$ cat config.mk
export PLATFORM = sky130hd
export DESIGN_NAME = dyn_mem_bkgp_demux
export DESIGN_NICKNAME = d
export VERILOG_FILES = /design/src/rtl/dyn_mem_pkg.sv /design/src/rtl/dyn_mem_sel_fifo.sv /design/src/rtl/dyn_mem_bkgp_demux.sv
export SDC_FILE = /design/constraint.sdc
export NUM_CORES = 1
export LEC_CHECK = 0
export CAP_MARGIN = 20
export CORE_AREA = 3 3 182 184
export CTS_CLUSTER_DIAMETER = 60
export DETAILED_ROUTE_END_ITERATION = 8
export DIE_AREA = 0 0 185 187
export DONT_BUFFER_PORTS = 1
export GPL_TIMING_DRIVEN = 0
export PLACE_DENSITY = 0.33
export SYNTH_ARGS = -nofsm -noshare
export SYNTH_HDL_FRONTEND = slang
export SYNTH_SLANG_ARGS = --single-unit
$ cat constraint.sdc
create_clock -name clk_i -period 2.3 [get_ports clk_i]
set_input_delay 0.345 -clock clk_i [delete_from_list [all_inputs] [get_ports clk_i]]
set_output_delay 0.345 -clock clk_i [all_outputs]
set_load 0.05 [all_outputs]
$ cat src/rtl/dyn_mem_pkg.sv
// Shared types and sizing helpers for the bank-group demultiplexer.
package dyn_mem_pkg;

  localparam int unsigned MaxSelW = 8;

  // Bank-group select index as stored in the in-order select FIFO.
  typedef logic [MaxSelW-1:0] bkgp_idx_t;

  function automatic int unsigned idx_width(input int unsigned n);
    return (n > 1) ? $clog2(n) : 1;
  endfunction

  function automatic int unsigned cnt_width(input int unsigned depth);
    return $clog2(depth + 1);
  endfunction

endpackage

$ cat src/rtl/dyn_mem_sel_fifo.sv
// In-order FIFO of bank-group selects for granted requests awaiting rvalid.
module dyn_mem_sel_fifo
  import dyn_mem_pkg::*;
#(
  parameter int unsigned DEPTH = 4,
  parameter int unsigned CntW  = cnt_width(DEPTH)
) (
  input  logic            clk_i,
  input  logic            rst_i,
  input  logic            push_i,
  input  bkgp_idx_t       push_idx_i,
  input  logic            pop_i,
  output bkgp_idx_t       head_o,
  output logic            full_o,
  output logic            empty_o,
  output logic [CntW-1:0] count_o
);

  localparam int unsigned PtrW = idx_width(DEPTH);

  bkgp_idx_t       mem_q [DEPTH];
  logic [PtrW-1:0] wr_ptr_q;
  logic [PtrW-1:0] rd_ptr_q;
  logic [CntW-1:0] count_q;
  logic            do_push;
  logic            do_pop;

  function automatic logic [PtrW-1:0] next_ptr(input logic [PtrW-1:0] p);
    return (p == PtrW'(DEPTH - 1)) ? '0 : p + PtrW'(1);
  endfunction

  // Count saturates naturally: pushes are ignored when full, pops when empty.
  assign full_o  = (count_q == CntW'(DEPTH));
  assign empty_o = (count_q == '0);
  assign head_o  = mem_q[rd_ptr_q];
  assign count_o = count_q;
  assign do_push = push_i & ~full_o;
  assign do_pop  = pop_i & ~empty_o;

  always_ff @(posedge clk_i or posedge rst_i) begin
    if (rst_i) begin
      for (int i = 0; i < int'(DEPTH); i++) mem_q[i] <= '0;
      wr_ptr_q <= '0;
      rd_ptr_q <= '0;
      count_q  <= '0;
    end else begin
      if (do_push) begin
        mem_q[wr_ptr_q] <= push_idx_i;
        wr_ptr_q        <= next_ptr(wr_ptr_q);
      end
      if (do_pop) rd_ptr_q <= next_ptr(rd_ptr_q);
      case ({do_push, do_pop})
        2'b10:   count_q <= count_q + CntW'(1);
        2'b01:   count_q <= count_q - CntW'(1);
        default: count_q <= count_q;
      endcase
    end
  end

endmodule

$ cat src/rtl/dyn_mem_bkgp_demux.sv
// Routes one TCDM request port to NUM_BANK_GROUP bank groups and returns responses in order.
// Define DYN_MEM_BKGP_RSP_REG_EN to register tcdm_rdata_o/tcdm_rvalid_o (one extra cycle).
module dyn_mem_bkgp_demux
  import dyn_mem_pkg::*;
#(
  parameter int unsigned NUM_BANK_GROUP        = 2,
  parameter int unsigned BANK_GROUP_DATA_WIDTH = 64,
  parameter int unsigned ADDR_WIDTH            = 16,
  parameter int unsigned SEL_LSB               = 3,
  parameter int unsigned MAX_OUTSTANDING       = 4
) (
  input  logic                                              clk_i,
  input  logic                                              rst_i,
  input  logic [BANK_GROUP_DATA_WIDTH-1:0]                  tcdm_wdata_i,
  input  logic [ADDR_WIDTH-1:0]                             tcdm_addr_i,
  input  logic                                              tcdm_we_i,
  input  logic [BANK_GROUP_DATA_WIDTH/8-1:0]                tcdm_strb_i,
  input  logic                                              tcdm_req_i,
  output logic                                              tcdm_gnt_o,
  output logic [BANK_GROUP_DATA_WIDTH-1:0]                  tcdm_rdata_o,
  output logic                                              tcdm_rvalid_o,
  output logic [BANK_GROUP_DATA_WIDTH-1:0]                  bkgp_wdata_o [NUM_BANK_GROUP],
  output logic [ADDR_WIDTH-idx_width(NUM_BANK_GROUP)-1:0]   bkgp_addr_o  [NUM_BANK_GROUP],
  output logic [NUM_BANK_GROUP-1:0]                         bkgp_we_o,
  output logic [BANK_GROUP_DATA_WIDTH/8-1:0]                bkgp_strb_o  [NUM_BANK_GROUP],
  output logic [NUM_BANK_GROUP-1:0]                         bkgp_req_o,
  input  logic [NUM_BANK_GROUP-1:0]                         bkgp_gnt_i,
  input  logic [BANK_GROUP_DATA_WIDTH-1:0]                  bkgp_rdata_i [NUM_BANK_GROUP],
  input  logic [NUM_BANK_GROUP-1:0]                         bkgp_rvalid_i,
  output logic [cnt_width(MAX_OUTSTANDING)-1:0]             outstanding_o,
  output logic                                              rsp_err_o
);

  localparam int unsigned SelW  = idx_width(NUM_BANK_GROUP);
  localparam int unsigned DW    = BANK_GROUP_DATA_WIDTH;

  // Handshake: a request is taken in the cycle where bkgp_req_o[sel] and
  // bkgp_gnt_i[sel] are both high; each taken request owes exactly one rvalid,
  // returned by its group in grant order.
  logic [SelW-1:0]            sel;
  logic [ADDR_WIDTH-SelW-1:0] addr_strip;
  logic                       req_ok;
  logic                       fifo_full;
  logic                       fifo_empty;
  bkgp_idx_t                  head_idx;
  logic                       head_rvalid;
  logic [DW-1:0]              head_rdata;
  logic                       stray;
  logic                       pop;
  logic                       err_set;
  logic [DW-1:0]              rsp_data;
  logic                       rsp_err_q;

  assign sel = tcdm_addr_i[SEL_LSB +: SelW];

  if (SEL_LSB == 0) begin : g_strip_low
    assign addr_strip = tcdm_addr_i[ADDR_WIDTH-1:SelW];
  end else begin : g_strip_mid
    assign addr_strip = {tcdm_addr_i[ADDR_WIDTH-1:SEL_LSB+SelW], tcdm_addr_i[SEL_LSB-1:0]};
  end

  // full comes from the registered count only, so rvalid never reaches gnt.
  assign req_ok = tcdm_req_i & ~fifo_full & ~rst_i;

  always_comb begin
    for (int g = 0; g < int'(NUM_BANK_GROUP); g++) begin
      bkgp_wdata_o[g] = tcdm_wdata_i;
      bkgp_addr_o[g]  = addr_strip;
      bkgp_we_o[g]    = tcdm_we_i;
      bkgp_strb_o[g]  = tcdm_strb_i;
      bkgp_req_o[g]   = req_ok & (sel == SelW'(g));
    end
  end

  assign tcdm_gnt_o = |(bkgp_req_o & bkgp_gnt_i);

  dyn_mem_sel_fifo #(
    .DEPTH (MAX_OUTSTANDING)
  ) u_sel_fifo (
    .clk_i      (clk_i),
    .rst_i      (rst_i),
    .push_i     (tcdm_gnt_o),
    .push_idx_i (bkgp_idx_t'(sel)),
    .pop_i      (pop),
    .head_o     (head_idx),
    .full_o     (fifo_full),
    .empty_o    (fifo_empty),
    .count_o    (outstanding_o)
  );

  // Any rvalid from a group other than the head is out of order and dropped.
  always_comb begin
    head_rvalid = 1'b0;
    head_rdata  = '0;
    stray       = 1'b0;
    for (int g = 0; g < int'(NUM_BANK_GROUP); g++) begin
      if (head_idx == bkgp_idx_t'(g)) begin
        head_rvalid = bkgp_rvalid_i[g];
        head_rdata  = bkgp_rdata_i[g];
      end else if (bkgp_rvalid_i[g]) begin
        stray = 1'b1;
      end
    end
  end

  assign pop      = head_rvalid & ~fifo_empty;
  assign err_set  = ((|bkgp_rvalid_i) & fifo_empty) | stray;
  assign rsp_data = pop ? head_rdata : '0;

  always_ff @(posedge clk_i or posedge rst_i) begin
    if (rst_i) rsp_err_q <= 1'b0;
    else if (err_set) rsp_err_q <= 1'b1;
  end
  assign rsp_err_o = rsp_err_q;

`ifdef DYN_MEM_BKGP_RSP_REG_EN
  logic          rsp_valid_q;
  logic [DW-1:0] rsp_data_q;

  always_ff @(posedge clk_i or posedge rst_i) begin
    if (rst_i) begin
      rsp_valid_q <= 1'b0;
      rsp_data_q  <= '0;
    end else begin
      rsp_valid_q <= pop;
      rsp_data_q  <= rsp_data;
    end
  end
  assign tcdm_rvalid_o = rsp_valid_q;
  assign tcdm_rdata_o  = rsp_data_q;
`else
  assign tcdm_rvalid_o = pop;
  assign tcdm_rdata_o  = rsp_data;
`endif

endmodule
== After elaboration in Yosys (flattened, before gate mapping) ==
Cells that the tools add are included.

* Bitwise gates (word level): 16
* Equal/unequal tests: 6
* Reductions and logical operators: 6
* Add/subtract/negate cells: 4
* Muxes and demuxes: 18
* Magnitude comparators: 3

{| class="wikitable"
|+ Operators with widths
! operator !! number
|-
| $mux 64 || 3
|-
| $bwmux 32 || 1
|-
| $mux 8 || 3
|-
| $bmux 8 s2 || 1
|-
| $demux 8 s2 || 1
|-
| $and 1x1->1 || 8
|-
| $eq 8x1->1 const B || 1
|-
| $logic_not 8->1 || 1
|-
| $eq 2x2->1 const B || 3
|-
| $ge 3x3->1 const B || 2
|-
| $mux 1 || 6
|-
| $not 2->3 || 2
|-
| $pmux 3 s2 || 1
|-
| $add 2x1->2 const B || 2
|-
| $mux 2 || 2
|-
| $not 1->1 || 4
|-
| $reduce_or 2->1 || 2
|-
| $add 3x1->3 const B || 1
|-
| $eq 3x3->1 const B || 1
|-
| $logic_not 3->1 || 1
|-
| $lt 3x1->1 const B || 1
|-
| $sub 3x1->3 const B || 1
|-
| $and 2x2->2 || 1
|-
| $eq 2x1->1 const B || 1
|-
| other kinds (3) || 3
|}

* Register bits after elaboration: 40
* Output and inout bits: 248

== Depth between registers and ports, before layout ==
* Depth after elaboration: 11
* Depth in mapped cells: 11
* Gate-level depth less buffers: 10

== Hierarchy ==
Synthesis repeated with hierarchy kept, for this count alone.

* Cell total of the unflattened synthesis: 537
* Area total of the unflattened synthesis: 4,431.8 µm²

{| class="wikitable"
|+ By module, submodules not included
! module !! cells an instance !! area an instance (µm²) !! instances
|-
| dyn_mem_bkgp_demux || 419 || 2,620.0 || 1
|-
| dyn_mem_sel_fifo || 118 || 1,811.7 || 1
|}

== Least setup slack after synthesis ==
No wires, ideal clock.

* Path kind: reg-to-reg
* From: reg u_sel_fifo.rd_ptr_q[0]
* To: reg u_sel_fifo.count_q[2], in the netlist u_sel_fifo.count_o[2]
* Cell stages (with the launch flop): 10
* Data arrival time: 2,973 ps
* Setup slack: -755 ps
* Cells stage by stage: dfrtp_1 > mux4_2 > mux2i_1 > nor2_1 > ha_1 > inv_1 > fa_1 > xor2_1 > nor2_1 > xor2_1

* Cells in the longest elaborated chain, start to end: 11
* Elaborated cells between the ends (all ways): 14
* Those cells by class: eq/ne (3); mux (6); bitwise (3); reduce/logical (2)

{| class="wikitable"
|+ Ends and longest elaborated chain
! element !! RTL line !! source
|-
| from (decl) || dyn_mem_sel_fifo.sv:23 || <nowiki>logic [PtrW-1:0] rd_ptr_q;</nowiki>
|-
| from (signal assigned) || dyn_mem_sel_fifo.sv:51 || <nowiki>if (do_pop) rd_ptr_q <= next_ptr(rd_ptr_q);</nowiki>
|-
| $not 2->3 (not written as such) (*) || dyn_mem_sel_fifo.sv:35 || <nowiki>assign head_o = mem_q[rd_ptr_q];</nowiki>
|-
| $bmux 8 s2 (*) || dyn_mem_sel_fifo.sv:35 ||
|-
| $mux 8 (not written as such) (*) (2 in a row) || dyn_mem_sel_fifo.sv:35 ||
|-
| $logic_not 8->1 || dyn_mem_bkgp_demux.sv:97 || <nowiki>if (head_idx == bkgp_idx_t'(g)) begin</nowiki>
|-
| $mux 1 || dyn_mem_bkgp_demux.sv:97 ||
|-
| $mux 1 (*) || dyn_mem_bkgp_demux.sv:97 ||
|-
| $and 1x1->1 (*) || dyn_mem_bkgp_demux.sv:106 || <nowiki>assign pop = head_rvalid & ~fifo_empty;</nowiki>
|-
| named net tcdm_rvalid_o || dyn_mem_bkgp_demux.sv:21 || <nowiki>output logic tcdm_rvalid_o,</nowiki>
|-
| $and 1x1->1 (*) || dyn_mem_sel_fifo.sv:38 || <nowiki>assign do_pop = pop_i & ~empty_o;</nowiki>
|-
| $eq 2x1->1 / $eq 2x2->1 (equally long branches) || dyn_mem_sel_fifo.sv:52 || <nowiki>case ({do_push, do_pop})</nowiki>
|-
| $pmux 3 s2 / $reduce_bool 2->1 (equally long branches) || -- ||
|-
| to (signal assigned) || dyn_mem_sel_fifo.sv:53 || <nowiki>2'b10: count_q <= count_q + CntW'(1);</nowiki>
|-
| to (signal assigned) || dyn_mem_sel_fifo.sv:54 || <nowiki>2'b01: count_q <= count_q - CntW'(1);</nowiki>
|-
| to (signal assigned) || dyn_mem_sel_fifo.sv:55 || <nowiki>default: count_q <= count_q;</nowiki>
|-
| to (decl) || dyn_mem_sel_fifo.sv:24 || <nowiki>logic [CntW-1:0] count_q;</nowiki>
|}

Mark *: on every way through the listed nets, which the timed path passes. The rest lies on a longest branch. The select of a mux whose other input is x is not followed.
A chain may end at the register's enable or synchronous reset.

== Worst setup path after layout ==
Ends and elaborated chain as after synthesis.

==> flow_metrics.env <==
export IMPL_outcome="finished with violations"
export IMPL_violations="negative setup slack"
export IMPL_avgSynthCellArea_um2=6.65
export IMPL_antenna_found_initial=0
export IMPL_grtUsageMet3_pct=0.933
export IMPL_tightest_slew_ps=623
export IMPL_vias=3402
export IMPL_syn_num_nets=708
export IMPL_setup_viol=62
export IMPL_place_hpwl_um=15100
export IMPL_cellLeakagePower_uw=0.00187
export IMPL_slew_headroom_pct=58.5
export IMPL_routedWlPerCell_um=20.4
export IMPL_routed_wl_um=18300
export IMPL_cp_data_arrival_time_ps=2770
export IMPL_drive_gt1_share_pct=65.7
export IMPL_ys_ff_latch=12
export IMPL_firstDrtPassIters=4
export IMPL_diodes=0
export IMPL_slew_viol_final=0
export IMPL_power_switching_uw=2830
export IMPL_synth_distinct_cells=27
export IMPL_syn_cell_area_um2=3170
export IMPL_synth_top_area_share_pct=41.6
export IMPL_cts_root_buf="clkbuf_16"
export IMPL_crit_type="flip-flop to flip-flop"
export IMPL_internal_power_uw=1490
export IMPL_synth_seq_area_share_pct=9.46
export IMPL_end_kind="flip-flop"
export IMPL_yosysWarnings=0
export IMPL_grt_max_degree=13
export IMPL_die_x_um=185
export IMPL_ant_nets=0
export IMPL_max_vdd_ir_drop_v=0.000404
export IMPL_htreeDepth=1
export IMPL_gp_congestion=0.712
export IMPL_stdcell_area_um2=4990
export IMPL_area_growth_pct=57.3
export IMPL_multiInputGateArea_um2=2270
export IMPL_grt_pass1_wl_um=23200
export IMPL_synth_area_leaders="buf_4, nand3_1, a21oi_1"
export IMPL_p_comb_share_pct=80.3
export IMPL_numCtsBuffers=3
export IMPL_core_area_um2=31600
export IMPL_clkTransAtPathRegs_ps=50
export IMPL_num_io_pins=472
export IMPL_met2_usage_pct=16.3
export IMPL_worstHoldPathType="input port to async pin"
export IMPL_setup_ws_ps=-309
export IMPL_p_per_area_nw_per_um2=866
export IMPL_drc=0
export IMPL_crit_required_ps=2460
export IMPL_power_frac_seq_pct=11.5
export IMPL_clock_sinks=12
export IMPL_layout_commonest_cell="buf_4"
export IMPL_n_fill_cell=3606
export IMPL_crit_start="u_sel_fifo.rd_ptr_q[0]"
export IMPL_clock_latency_ps=240
export IMPL_crit_slowest_cell="mux4_2"
export IMPL_ff_latch_area_um2=308
export IMPL_rsz0062_at_grt="true"
export IMPL_first_iter_violations=112
export IMPL_start_kind="flip-flop"
export IMPL_grt_overflow=0
export IMPL_dieArea_um2=34600
export IMPL_grt_pass1_vias=3341
export IMPL_max_cap_violations=0
export IMPL_grtUsageMet1_pct=11.4
export IMPL_syn_inst=477
export IMPL_io_buffers=0
export IMPL_fin_crit_ps=2610
export IMPL_cts_buffer_depth=2
export IMPL_max_clock_freq_mhz=383
export IMPL_rows=65
export IMPL_crit_chain="mux4_2 > mux2i_2 > nor2_4 > ha_4 > inv_2 > fa_2 > xor2_1 > nor2_1 > xor2_1"
export IMPL_viasPerCell=3.79
export IMPL_initial_utilization_pct=10.1
export IMPL_yosys_area_top_type="buf_4"
export IMPL_cts_tree="built"
export IMPL_p_sw_share_pct=65.5
export IMPL_post_route_util_pct=15.8
export IMPL_final_cell_mix="buf_4, nand3_1, a21oi_4"
export IMPL_path_common_cell="xor2_1"
export IMPL_finalSetupTns_ps=-4660
export IMPL_fin_crit_sh_pct=113
export IMPL_nNetsFinal=727
export IMPL_top_usage_layer="met2"
export IMPL_critPathMaxStageDelay_ps=570
export IMPL_path_max_fanout=4
export IMPL_clock_skew_ps=4.62
export IMPL_die_h_um=187
export IMPL_p_clk_share_pct=8.2
export IMPL_finalHoldViolations=0
export IMPL_regToRegStartpoint="u_sel_fifo.rd_ptr_q[0]"
export IMPL_dpl_cell_area_um2=3950
export IMPL_grt_total_usage_pct=8.93
[sequential cells by signal (all words and copies together), names as in the netlist]
| signal | count |
|---|---|
| u_sel_fifo.rd_ptr_q | 2 |
| rsp_err_o | 1 |
| u_sel_fifo.count_o | 3 |
| u_sel_fifo.mem_q | 4 |
| u_sel_fifo.wr_ptr_q | 2 |
[repair_timing]
item,4_1_cts,5_1_grt
setup endpoints to repair,68,67
cloned,0,3
gates resized for setup,97,71
pin swaps,20,28
hold buffers,0,0
buffers inserted,6,7
endpoints found under the hold margin,0,0
[cell families (layout without fill, tap and decap cells)]
family	count (synthesis)	in the layout	synth area share, %
fa+ha+maj	7	7	3.00
xor+xnor	3	3	0.828
flops	12	12	9.46
mux	11	11	4.06
simple gates	150	150	23.7
buf+inv	220	238	47.1
compound gates	74	74	11.9
[path summary, 6_finish.rpt]
path                                          end  slack (ps)  cells after the start
setup reg to reg            u_sel_fifo.count_o[2]        -310                      9
hold reg to reg            u_sel_fifo.wr_ptr_q[1]         570                      1
max in group asynchronous   u_sel_fifo.count_o[0]        1900                      1
hold / removal             u_sel_fifo.wr_ptr_q[1]          20                      1
setup / recovery            u_sel_fifo.count_o[2]        -310                      9
min in group clk_i            u_sel_fifo.mem_q[8]         290                      2
[worst max-delay path, delay by kind of cell, from the launching register on]
kind                       cells  cell delay (ps)
buffers and inverters          1               30
DFF                            1              370
and+or+nand+nor                2              520
adders and majority gates      2              540
xor gates and xnor gates       2              290
muxes                          2              770
[power groups by stage]
stage | sequential (uW) | clock [uW] | combinational, uW
2_1_floorplan | 462 | 0 | 2550
3_3_place_gp | 502 | 0 | 2910
3_5_place_dp | 501 | 0 | 2900
4_1_cts | 499 | 366 | 3330
5_1_grt | 513 | 377 | 3620
6_report | 496 | 355 | 3470
[cell type report]
type,count,share of cell area (%)
buffer,211,32.3
clock buffer,4,1.78
inverter,7,0.526
multi-input combinational,245,45.5
sequential,12,6.17
tap,402,10.1
timing repair buffer,16,3.68
[synth_stat cells, drive strengths merged]
library cell and n:
nand2 1, nor2b 1, and3 1, a21oi 69, xor2 2, nor3 2, and2 1, ha 6
clkbuf 27, nor2 10, inv 7, or3b 1, nand3 128, dfrtp 12, xnor2 1, buf 186
nand2b 1, mux2i 5, mux2 5, mux4 1, a31oi 4, fa 1, nand4 4, o21bai 1
[stage by stage]
stage	hold slack, ps	setup slack (ps)	std cells	power (uW)
after CTS	46.0	-343	887	4190
after detailed placement	301	-709	879	3400
after global routing	74.0	-456	897	4520
after floorplan	209	-229	477	3010
after global placement	309	-679	879	3420
final	19.8	-309	897	4320
[metal layers]
| metal | vias up | wire length (um) |
|---|---|---|
| met2 | 237 | 9330 |
| met5 | - | 0 |
| met3 | 12 | 1150 |
| met1 | 1663 | 7560 |
| li1 | 1490 | - |
| met4 | 0 | 261 |
No activity file was read; power rests on OpenSTA's default activity.
